$ cat config.mk
export PLATFORM = sky130hd
export DESIGN_NAME = csr_timer_bank
export DESIGN_NICKNAME = d
export VERILOG_FILES = /design/src/rtl/csr_timer_pkg.sv /design/src/rtl/csr_timer_chan.sv /design/src/rtl/csr_timer_bank.sv
export SDC_FILE = /design/constraint.sdc
export NUM_CORES = 1
export LEC_CHECK = 0
export CORE_MARGIN = 3
export CORE_UTILIZATION = 60
export DETAILED_ROUTE_END_ITERATION = 8
export PLACE_DENSITY = 0.95
export RECOVER_POWER = 50
export REMOVE_ABC_BUFFERS = 1
export SYNTH_ARGS = -nofsm -noshare
export SYNTH_HDL_FRONTEND = slang
export SYNTH_HIERARCHICAL = 1
export SYNTH_SLANG_ARGS = --single-unit
$ cat constraint.sdc
create_clock -name clk -period 6.2 [get_ports clk]
set_input_delay 1.86 -clock clk [delete_from_list [all_inputs] [get_ports clk]]
set_output_delay 1.86 -clock clk [all_outputs]
set_load 0.005 [all_outputs]
$ cat src/rtl/csr_timer_pkg.sv
// csr_timer_pkg
//   Shared constants for the CSR timer bank: CSR offsets relative to the bank
//   base, the per-channel stride, TCFG field bit positions and the masked-write
//   helper used by every writable register in the bank.
package csr_timer_pkg;

    // CSR offsets. TID is at the base; channel registers sit at base + 8*i + ofs.
    localparam logic [13:0] TID_OFS     = 14'd0;
    localparam logic [13:0] TCFG_OFS    = 14'd1;
    localparam logic [13:0] TVAL_OFS    = 14'd2;
    localparam logic [13:0] TICLR_OFS   = 14'd4;
    localparam int          CHAN_STRIDE = 8;

    // TCFG field layout: {initval, periodic, en}.
    localparam int TCFG_EN         = 0;
    localparam int TCFG_PERIOD     = 1;
    localparam int TCFG_INITVAL_LO = 2;

    // Bits selected by mask take the new value; the rest keep the old one.
    function automatic logic [31:0] masked_write(input logic [31:0] old_value,
                                                 input logic [31:0] mask,
                                                 input logic [31:0] value);
        return (mask & value) | (~mask & old_value);
    endfunction

endpackage

$ cat src/rtl/csr_timer_chan.sv
// csr_timer_chan
//   One countdown timer channel: TCFG fields, the down counter and the
//   pending-interrupt flag.
// Ports
//   clk, reset   clock, asynchronous active-high reset
//   halt         freeze the counter and suppress interrupt setting
//   cfg_we       TCFG write strobe (already decoded)
//   ticlr_we     TICLR write strobe (already decoded)
//   wr_mask      CSR write mask
//   wr_value     CSR write data
//   cfg          current TCFG contents {initval, periodic, en}
//   cnt          current counter value (TVAL)
//   pending      registered timer interrupt
module csr_timer_chan
    import csr_timer_pkg::*;
#(
    parameter int CNT_W = 32
) (
    input  logic             clk,
    input  logic             reset,
    input  logic             halt,
    input  logic             cfg_we,
    input  logic             ticlr_we,
    input  logic [31:0]      wr_mask,
    input  logic [31:0]      wr_value,
    output logic [CNT_W-1:0] cfg,
    output logic [CNT_W-1:0] cnt,
    output logic             pending
);

    logic [CNT_W-1:0] cfg_next;
    logic [CNT_W-1:0] reload;
    logic [CNT_W-1:0] next_reload;
    logic             en;
    logic             periodic;
    logic             cnt_ones;
    logic             cnt_zero;
    logic             clr_req;

    assign cfg_next    = CNT_W'(masked_write(32'(cfg), wr_mask, wr_value));
    assign en          = cfg[TCFG_EN];
    assign periodic    = cfg[TCFG_PERIOD];
    assign reload      = {cfg[CNT_W-1:TCFG_INITVAL_LO], 2'b00};
    assign next_reload = {cfg_next[CNT_W-1:TCFG_INITVAL_LO], 2'b00};
    // All-ones is the "stopped" marker a one-shot timer parks at after zero.
    assign cnt_ones    = &cnt;
    assign cnt_zero    = (cnt == '0);
    assign clr_req     = ticlr_we && wr_mask[0] && wr_value[0];

    always_ff @(posedge clk or posedge reset) begin
        if (reset) begin
            cfg     <= '0;
            cnt     <= '1;
            pending <= 1'b0;
        end else begin
            if (cfg_we) begin
                cfg <= cfg_next;
            end

            // A TCFG write that leaves en=0 must hold the counter even though
            // the old en may still be 1, hence cfg_we sits in the hold branch.
            if (cfg_we && cfg_next[TCFG_EN]) begin
                cnt <= next_reload;
            end else if (cfg_we || halt) begin
                cnt <= cnt;
            end else if (en && !cnt_ones) begin
                cnt <= (cnt_zero && periodic) ? reload : cnt - CNT_W'(1);
            end

            // Setting takes precedence over a simultaneous TICLR clear.
            if (en && cnt_zero && !halt) begin
                pending <= 1'b1;
            end else if (clr_req) begin
                pending <= 1'b0;
            end
        end
    end

endmodule

$ cat src/rtl/csr_timer_bank.sv
// csr_timer_bank
//   Multi-channel constant-timer unit on the CSR bus: NUM_TIMERS countdown
//   channels, a free-running stable counter and the TID register. Read data is
//   combinational and meant to be ORed with the main CSR file's read data.
// Ports
//   clk, reset      clock, asynchronous active-high reset
//   halt            debug freeze for the timers (stable counter keeps going)
//   csr_we/wr_num/wr_mask/wr_value   masked CSR write port
//   csr_re/rd_num   CSR read port
//   csr_rd_value    read data, 0 when not reading or number unmapped
//   stable_cnt      free-running counter
//   timer_int       per-channel pending interrupt
//   has_timer_int   OR of timer_int
module csr_timer_bank
    import csr_timer_pkg::*;
#(
    parameter int          NUM_TIMERS = 2,
    parameter int          CNT_W      = 32,
    parameter int          STABLE_W   = 64,
    parameter logic [13:0] CSR_BASE   = 14'h40,
    parameter logic [31:0] CORE_ID    = 32'h0
) (
    input  logic                  clk,
    input  logic                  reset,
    input  logic                  halt,
    input  logic                  csr_we,
    input  logic [13:0]           csr_wr_num,
    input  logic [31:0]           csr_wr_mask,
    input  logic [31:0]           csr_wr_value,
    input  logic                  csr_re,
    input  logic [13:0]           csr_rd_num,
    output logic [31:0]           csr_rd_value,
    output logic [STABLE_W-1:0]   stable_cnt,
    output logic [NUM_TIMERS-1:0] timer_int,
    output logic                  has_timer_int
);

    logic [31:0] tid;
    logic [31:0] chan_rd [NUM_TIMERS];

    always_ff @(posedge clk or posedge reset) begin
        if (reset) begin
            tid        <= CORE_ID;
            stable_cnt <= '0;
        end else begin
            stable_cnt <= stable_cnt + STABLE_W'(1);
            if (csr_we && csr_wr_num == CSR_BASE + TID_OFS) begin
                tid <= masked_write(tid, csr_wr_mask, csr_wr_value);
            end
        end
    end

    for (genvar i = 0; i < NUM_TIMERS; i++) begin : g_chan
        localparam logic [13:0] CH_BASE = CSR_BASE + 14'(CHAN_STRIDE * i);

        logic [CNT_W-1:0] cfg;
        logic [CNT_W-1:0] cnt;
        logic             pending;
        logic             cfg_we;
        logic             ticlr_we;
        logic             rd_cfg;
        logic             rd_val;

        assign cfg_we   = csr_we && (csr_wr_num == CH_BASE + TCFG_OFS);
        assign ticlr_we = csr_we && (csr_wr_num == CH_BASE + TICLR_OFS);
        assign rd_cfg   = (csr_rd_num == CH_BASE + TCFG_OFS);
        assign rd_val   = (csr_rd_num == CH_BASE + TVAL_OFS);

        csr_timer_chan #(
            .CNT_W (CNT_W)
        ) u_chan (
            .clk      (clk),
            .reset    (reset),
            .halt     (halt),
            .cfg_we   (cfg_we),
            .ticlr_we (ticlr_we),
            .wr_mask  (csr_wr_mask),
            .wr_value (csr_wr_value),
            .cfg      (cfg),
            .cnt      (cnt),
            .pending  (pending)
        );

        // TICLR reads as zero, so it contributes no term here.
        assign chan_rd[i]   = ({32{rd_cfg}} & 32'(cfg)) | ({32{rd_val}} & 32'(cnt));
        assign timer_int[i] = pending;
    end

    always_comb begin
        logic [31:0] acc;
        acc = {32{csr_rd_num == CSR_BASE + TID_OFS}} & tid;
        for (int i = 0; i < NUM_TIMERS; i++) begin
            acc = acc | chan_rd[i];
        end
        csr_rd_value = {32{csr_re}} & acc;
    end

    assign has_timer_int = |timer_int;

endmodule

==> metrics.txt <==
status=finished with violations; failing checks=max-capacitance violations, max-slew violations; Post-layout nets=1,709; Post-synth EDFFs=0; Arr. time, crit path=4.22 ns; layout cells sized above 1=18.28%; TritonCTS buffer count=25; TritonCTS clock tree=yes; Mapped Avg Cell Area=9.814 um^2; Fin. Hold Viols=0; placed insts=1,893; die area=25,350 um^2; crit-path leading delay family=buffers and inverters; Clk pin slew, worst setup/hold paths=0.06 ns; port bufs=195; ys async rst share=100.0%; post-route cell area=17,140 um^2; antenna cells=0; Pins Over Slew Limit=235; post-synthesis sequential area ratio=40.72%; Initial Util=61.64%; CP Class=primary input to output pin; Synth Instances=1,435; Clk Tree Root Cell=clkbuf_16; Layout Utilization=75.02%; worst flop-to-flop path endpoint=g_chan[1].u_chan/cnt[21]; post-route minimum period=6.082 ns; Hold Buf Count CTS=0; worst hold path class=flip-flop to flip-flop; setup TNS=0 ns; Clock Sinks=226; Post-DP Area=16,350 um^2; Detailed Route WL=43.81 mm; Routed Antenna Nets=0; H-tree depth=1; Filler cells=1,518; Commonest cells post-synth=174 x nand2_1, 162 x dfrtp_1, 123 x mux2_2, 100 x nor2_1, 94 x mux2i_1; Final setup viols=0; drt initial violations=1,208; Post-Layout Cell Count=1,938; most frequent cell after synthesis=nand2_1; Data required, critical path=4.34 ns; WHS Path Cells=1; worst path bufs/invs=3; vias in the first global route=13,280; Top Ports=196; flops & latches, synth=226; crit path cell chain=clkdlybuf4s50_1 -> nor4b_2 -> nand3_1 -> or4_1 -> buf_4 -> o22ai_1 -> and2_1 -> clkdlybuf4s50_1; GR Overflow Total=0; DIE HEIGHT=159.2 um; drt pass-1 iters=6; top fanout value on the critical path=13; Resize count post-CTS=0; detailed-route DRC error count=0; flop2flop setup slack=3.14 ns; via count=12,910; element type at the critical path start=primary input; global-route wire length before repair=70.72 mm; Final Cycle Share=98.10%; Worst Hold Endpoint=stable_cnt[63]; initial antenna violation count=0; clk_lat worst skew=0.52 ns; hold path startpoint=stable_cnt[63]; num rows=55; peak supply drop=0.1944 mV; clock skew=0.01402 ns; RSZ-0062 raised after global routing=false; wire length per cell=22.61 um; post-CTS setup buffer count=0; power density cells=244.8 nW/um^2; Leak Pwr=7.159 nW; max incr delay on CP=0.55 ns; max_slew headroom=-115.6%; highest clock rate=164.4 MHz; worst slew pin tran=3.216 ns; DR vias/cell=6.659; Area Overhead vs Synth=21.70%; Worst R2R Start=g_chan[1].u_chan/cnt[1]; largest net degree at the start of global routing=69; Core Area=22,850 um^2; Yosys top cell by area=dfrtp_1; CP Capture Type=output pin; post-synth top area share=28.78%; Worst path slowest cell=clkdlybuf4s50_1; most used cell, CP=clkdlybuf4s50_1; main area contributors after synthesis=dfrtp_1 29%, dfstp_2 12%, mux2_2 9.8%; total track usage=33.64%; ys flop type=dfrtp_1; gpl congestion=0.9905; Die Wd=159.2 um; path depth of the worst reg2reg path=9; YS warnings=6; CTS Buffer Depth=3; max cap viols=6; Mapped Area=14,080 um^2; Yosys cell types=69; hpwl dp=29.36 mm
## stage by stage
step	power [mW]	setup WS, ns	hold slack (ns)
final	4.195	0.1175	0.4784
after global routing	4.337	0.02937	0.5025
after CTS	4.180	0.05895	0.4750
after detailed placement	2.610	0.08625	0.4553
after global placement	2.579	0.1736	0.4635
after floorplan	2.300	-0.5342	0.4635
## worst max path at each step
stage / startpoint / slack, ns / endpoint / depth (start not counted)
after floorplan: csr_wr_num[5] / -0.53 / g_chan[0].u_chan/cnt[8] / 6
after global placement: csr_rd_num[5] / 0.17 / csr_rd_value[17] / 8
after detailed placement: csr_rd_num[5] / 0.09 / csr_rd_value[26] / 8
after CTS: csr_rd_num[5] / 0.06 / csr_rd_value[17] / 8
after global routing: csr_rd_num[5] / 0.03 / csr_rd_value[0] / 8
final: csr_rd_num[5] / 0.12 / csr_rd_value[17] / 8
## final cells by class
cell class / instances / area, um^2 / area share (%)
multi-input cells: 1109 / 7880 / 45.97
flip-flops and latches: 226 / 5736 / 33.46
repair buffers: 221 / 2181 / 12.72
clock buffers: 40 / 732.0 / 4.270
well taps: 313 / 391.6 / 2.285
clock inverters: 5 / 128.9 / 0.7519
inverters: 24 / 91.34 / 0.5329
## worst reg2reg max path, cell delays in order (launching register included)
cell and delay [ns]:
dfstp_2 0.41, inv_1 0.08, ha_1 0.21, nor3b_1 0.43
and4_1 0.29, nand4_1 0.55, buf_4 0.49, o21ai_0 0.19
a21oi_1 0.06, a221o_1 0.28
## cell families (layout without fill, tap and decap cells)
kind of cell / Yosys count / after routing / share of synthesized area [%]
AND/OR/NAND/NOR: 564 / 564 / 22.19
AO/OA/AOI/OAI: 226 / 226 / 10.93
flip-flops: 226 / 226 / 40.72
multiplexers: 222 / 222 / 16.92
buffers and inverters: 100 / 290 / 3.074
XOR/XNOR: 92 / 92 / 5.721
adder cells (fa/ha/maj): 5 / 5 / 0.4442
## metal layers
metal / GRT usage [%] / wire length (um) / vias up / part of all wire (%)
met4: 14.56 / 1994 / 0 / 4.6
li1: - / - / 5617 / -
met2: 54.94 / 20450 / 883 / 47
met3: 8.585 / 4891 / 187 / 11
met5: 0 / 0 / - / 0
met1: 42.64 / 16480 / 6219 / 38
## placed cells by master (no fill, tap or decap), drive strengths merged, types with 8 or more instances in the layout
cell type and instances:
o31ai 10, mux2i 94, o22ai 36, o21ai 46
dfstp 64, clkdlybuf4s50 192, or3 14, clkbuf 43
o221ai 14, and4 8, xor2 46, a31oi 30
and3 8, a211oi 8, nor2 102, xnor2 46
inv 24, a22oi 34, nor3 39, mux2 128
buf 24, nand4 43, and2 37, nor4 30
nand3 64, nand2 175, nor4b 10, dfrtp 162
a21oi 16
## power breakdown
part / switching (mW) / leakage, nW / internal, mW
Clock: 0.599 / 0.417 / 0.971
Combinational: 0.452 / 3.84 / 0.323
Sequential: 0.207 / 2.90 / 1.64
Total: 1.26 / 7.16 / 2.94
No activity file was read; power rests on OpenSTA's default activity.
